===== src/rtl/enc_input_filter.sv =====
// Quadrature encoder pin conditioning: synchroniser plus per-channel
// consecutive-sample glitch filter, with change strobe and debug counters.
module enc_input_filter #(
  parameter int SYNC_STAGES   = 2,
  parameter int FILTER_CYCLES = 1024
) (
  input  logic       sysclk,
  input  logic       reset,
  input  logic       enc_a_raw,
  input  logic       enc_b_raw,
  input  logic       clr_err,
  output logic       enc_a,
  output logic       enc_b,
  output logic       enc_changed,
  output logic       err_double,
  output logic [7:0] glitch_cnt
);

  localparam int CW = (FILTER_CYCLES > 1) ? $clog2(FILTER_CYCLES) : 1;
  localparam logic [CW-1:0] CNT_LAST = CW'(FILTER_CYCLES - 1);

  logic [SYNC_STAGES-1:0] sync_a_q;
  logic [SYNC_STAGES-1:0] sync_b_q;
  logic [1:0]             s;
  logic [1:0]             lvl_q, lvl_d;
  logic [1:0][CW-1:0]     cnt_q, cnt_d;
  logic [1:0]             commit;
  logic [1:0]             abandon;
  logic                   chg_q, chg_d;
  logic                   err_q, err_d;
  logic [7:0]             glitch_q, glitch_d;
  logic [7:0]             gbase;
  logic [8:0]             gsum;

  assign s = {sync_b_q[SYNC_STAGES-1], sync_a_q[SYNC_STAGES-1]};

  // Index 0 is channel A, index 1 is channel B.
  always_comb begin
    lvl_d   = lvl_q;
    cnt_d   = cnt_q;
    commit  = '0;
    abandon = '0;
    for (int c = 0; c < 2; c++) begin
      if (s[c] == lvl_q[c]) begin
        if (cnt_q[c] != '0) begin
          cnt_d[c]   = '0;
          abandon[c] = 1'b1;
        end
      end else if (cnt_q[c] == CNT_LAST) begin
        lvl_d[c]  = s[c];
        cnt_d[c]  = '0;
        commit[c] = 1'b1;
      end else begin
        cnt_d[c] = cnt_q[c] + CW'(1);
      end
    end
  end

  always_comb begin
    chg_d    = |commit;
    err_d    = (&commit) | (err_q & ~clr_err);
    gbase    = clr_err ? 8'h00 : glitch_q;
    gsum     = {1'b0, gbase} + 9'(abandon[0]) + 9'(abandon[1]);
    glitch_d = gsum[8] ? 8'hFF : gsum[7:0];
  end

  always_ff @(posedge sysclk or posedge reset) begin
    if (reset) begin
      sync_a_q <= '0;
      sync_b_q <= '0;
      lvl_q    <= '0;
      cnt_q    <= '0;
      chg_q    <= 1'b0;
      err_q    <= 1'b0;
      glitch_q <= '0;
    end else begin
      sync_a_q <= {sync_a_q[SYNC_STAGES-2:0], enc_a_raw};
      sync_b_q <= {sync_b_q[SYNC_STAGES-2:0], enc_b_raw};
      lvl_q    <= lvl_d;
      cnt_q    <= cnt_d;
      chg_q    <= chg_d;
      err_q    <= err_d;
      glitch_q <= glitch_d;
    end
  end

  assign enc_a       = lvl_q[0];
  assign enc_b       = lvl_q[1];
  assign enc_changed = chg_q;
  assign err_double  = err_q;
  assign glitch_cnt  = glitch_q;

endmodule


===== config.mk =====
export PLATFORM = sky130hd
export DESIGN_NAME = enc_input_filter
export DESIGN_NICKNAME = d
export VERILOG_FILES = /design/src/rtl/enc_input_filter.sv
export SDC_FILE = /design/constraint.sdc
export NUM_CORES = 1
export LEC_CHECK = 0
export CORE_UTILIZATION = 56
export DETAILED_ROUTE_END_ITERATION = 6
export PLACE_DENSITY = 0.84
export SLEW_MARGIN = 20
export SYNTH_ARGS = -nofsm -noshare
export SYNTH_HDL_FRONTEND = slang
export SYNTH_SLANG_ARGS = --single-unit

===== constraint.sdc =====
create_clock -name sysclk -period 3.9 [get_ports sysclk]
set_clock_uncertainty 0.05 [all_clocks]
set_input_delay 0.585 -clock sysclk [delete_from_list [all_inputs] [get_ports sysclk]]
set_output_delay 0.585 -clock sysclk [all_outputs]
set_load 0.03 [all_outputs]

==> results.py <==
metrics = {
    "worst_setup_path": {
        "max_stage_delay_ns": 0.52,
        "worst-r2r-cell-count": 8,
        "reg2reg_from": "cnt_q[10]$_DFFE_PP0P_",
        "crit_arrival_ns": 2.65,
        "worstPathMaxFanout": 7,
        "required_ns": 4.05,
        "path_cells": "inv_1 > ha_1 > nor4b_1 > a31oi_1 > fa_1 > and4_1 > nand3_1 > o21ai_0",
        "cp_slowest_cell": "fa_1",
        "r2r_setup_slack_ns": 1.39,
        "cp-end-kind": "flop",
        "r2r_end": "glitch_cnt[2]$_DFF_PP0_",
        "startpoint_type": "flop",
        "crit_type": "flop to flop",
    },
    "drt": {
        "drc": 0,
        "wl_mm": 3.226,
        "drt_iter0_drc": 87,
        "vias": 1328,
        "wl_per_cell_um": 14.03,
        "first_pass_iters": 4,
        "ant_nets": 0,
        "vias_per_cell": 5.774,
    },
    "logic_synthesis": {
        "synth_fp_nets": 177,
        "yosysTopAreaCell": "dfrtp_1",
        "synth_ff_type": "dfrtp_1",
        "ys_seq_area_frac": 0.5096,
        "synthTopCellsByArea": "dfrtp_1 51%, xnor2_1 4.0%, xor2_1 3.0%",
        "netlist_area_mm2": 0.001768,
        "syn_area_per_cell_um2": 10.59,
        "synth_edf_count": 0,
        "yosysWarnings": 0,
        "ys_types": 37,
        "synthCells": 167,
        "synthArstFlopShare": 1.000,
        "ys_seq_elements": 36,
        "yosysTopAreaCellShare": 0.5096,
    },
    "finish": {
        "mostFrequentLayoutCells": "36 x dfrtp_1, 16 x clkdlybuf4s50_1, 13 x inv_1, 10 x a21oi_1",
        "final_common_cell": "dfrtp_1",
        "nets": 198,
        "final_util": 0.6657,
        "area_delta_synth_final_pct": 14.01,
        "final_cell_count_no_fill": 230,
        "drive_gt1_frac": 0.06989,
        "diodes": 0,
        "design_area_mm2": 0.002016,
    },
    "outcome": {
        "outcome": "finished clean",
    },
    "place": {
        "placed_cells": 225,
        "gp_congestion": 0.8127,
        "dp_hpwl_mm": 2.362,
        "pre_cts_ws_ns": 1.310,
        "portBuffers": 16,
        "place_area_mm2": 0.001978,
    },
    "timing": {
        "finalCriticalPeriod_ns": 2.505,
        "slew_headroom": 0.4666,
        "fin_setup_tns_ns": 0,
        "setup_viol": 0,
        "setup_slack_ns": 1.395,
        "fmax_mhz": 399.2,
        "worst_pin_slew_ns": 0.7933,
        "slew_viol_final": 0,
        "hold_viol": 0,
        "rsz0062_at_grt": "false",
        "fin_crit_sh": 0.6423,
    },
    "cts": {
        "cts.path.max_buffers": 2,
        "clk_pin_slew_ns": 0.09,
        "cts_resized": 0,
        "clk_latency_ns": 0.32,
        "post_cts_buffers": 0,
        "cts-root-buf": "clkbuf_4",
        "cts_tree": "built",
        "htree_num_levels": 2,
        "cts_buffers": 5,
        "numClockSinks": 36,
        "hold_buffers": 0,
    },
    "die": {
        "die_height_um": 58.19,
        "io_pins": 17,
        "dieWidth_um": 58.19,
        "start_util": 0.5839,
        "coreArea_mm2": 0.003028,
        "die-area_mm2": 0.003385,
        "rows": 20,
    },
    "min_path": {
        "hold_start": "sync_a_q[0]$_DFF_PP0_",
        "min_path_cells": 0,
        "holdPathEnd": "sync_a_q[1]$_DFF_PP0_",
        "hold_path_class": "flop to flop",
    },
    "job": {
        "drv_cap": 0,
    },
    "global_routing": {
        "overflow": 0,
        "antenna_found_initial": 0,
        "grt_max_degree": 37,
        "grt.total_usage": 0.2222,
        "grt_pass1_wl_mm": 5.485,
        "grt_pass1_vias": 1249,
    },
    "power": {
        "p_per_area_mw_per_mm2": 403.4,
        "ir_drop_uv": 273.9,
        "p_leak_nw": 0.8296,
    },
}
[final cells by class]
cell class	instances	area (µm²)
inverters	13	48.80
flip-flops and latches	36	900.9
multi-input cells	115	805.8
well taps	44	55.05
repair buffers	17	167.7
clock buffers	5	37.54
fillers	234	1012
[per-layer routing]
layer | wire length, µm | vias to the layer above | part of all wire | track usage
met2 | 1654 | 34 | 0.51 | 0.3432
met3 | 117 | 2 | 0.036 | 0.08259
li1 | - | 647 | - | -
met5 | 0 | - | 0 | 0
met1 | 1438 | 645 | 0.45 | 0.2857
met4 | 16 | 0 | 0.0050 | 0.08503
[how the worst max path moves through the flow]
stage | start | to | slack (ns) | cells past startpoint
global route | cnt_q[10]$_DFFE_PP0P_ | glitch_cnt[2]$_DFF_PP0_ | 1.18 | 8
global placement | clr_err | glitch_cnt[3]$_DFF_PP0_ | 1.40 | 6
finish | cnt_q[10]$_DFFE_PP0P_ | glitch_cnt[2]$_DFF_PP0_ | 1.39 | 8
floorplan | cnt_q[10]$_DFFE_PP0P_ | glitch_cnt[2]$_DFF_PP0_ | 1.59 | 9
CTS | cnt_q[10]$_DFFE_PP0P_ | glitch_cnt[3]$_DFF_PP0_ | 1.39 | 8
detailed placement | clr_err | glitch_cnt[3]$_DFF_PP0_ | 1.31 | 6
[registers in the layout, indices dropped and copies added (netlist names)]
name	flops
enc_changed	1
glitch_cnt	8
cnt_q	20
lvl_q	2
err_double	1
sync_b_q	2
sync_a_q	2
[cell usage after synthesis (all sizes together), types with 4 or more instances]
library cell  instances
a21oi                10
ha                    4
nand3                 8
nand2                 6
nand4                 8
xnor2                 8
or3                   6
inv                  13
dfrtp                36
nor2b                 4
o31ai                 5
nor2                  8
xor2                  6
o21ai                 8
[power breakdown]
group | internal (mW) | switching, mW | total, mW
combinational | 0.0896 | 0.107 | 0.197
sequential | 0.409 | 0.0456 | 0.454
clock | 0.0602 | 0.102 | 0.162
[per-stage QoR]
| stage | total power [mW] | hold slack, ns |
|---|---|---|
| after floorplan | 0.5959 | 0.2812 |
| after global placement | 0.6464 | 0.2812 |
| after detailed placement | 0.6603 | 0.2992 |
| after CTS | 0.8233 | 0.3203 |
| after global routing | 0.8736 | 0.3210 |
| final | 0.8132 | 0.3191 |
[critical path, delay by kind of cell (launching register included)]
family,cells,cell delay (ns)
AO/OA/AOI/OAI,2,0.32
adder cells (fa/ha/maj),2,0.66
buffers and inverters,1,0.08
flip-flops,1,0.45
AND/OR/NAND/NOR,3,0.82
[logic make-up after synthesis]
logic type	Yosys count	share of synthesized area
compound gates	37	0.1352
buf+inv	16	0.03468
flops	36	0.5096
mux	4	0.02406
fa+ha+maj	5	0.03963
simple gates	55	0.1875
xor+xnor	14	0.06936
(Power assumes the default switching activity.)
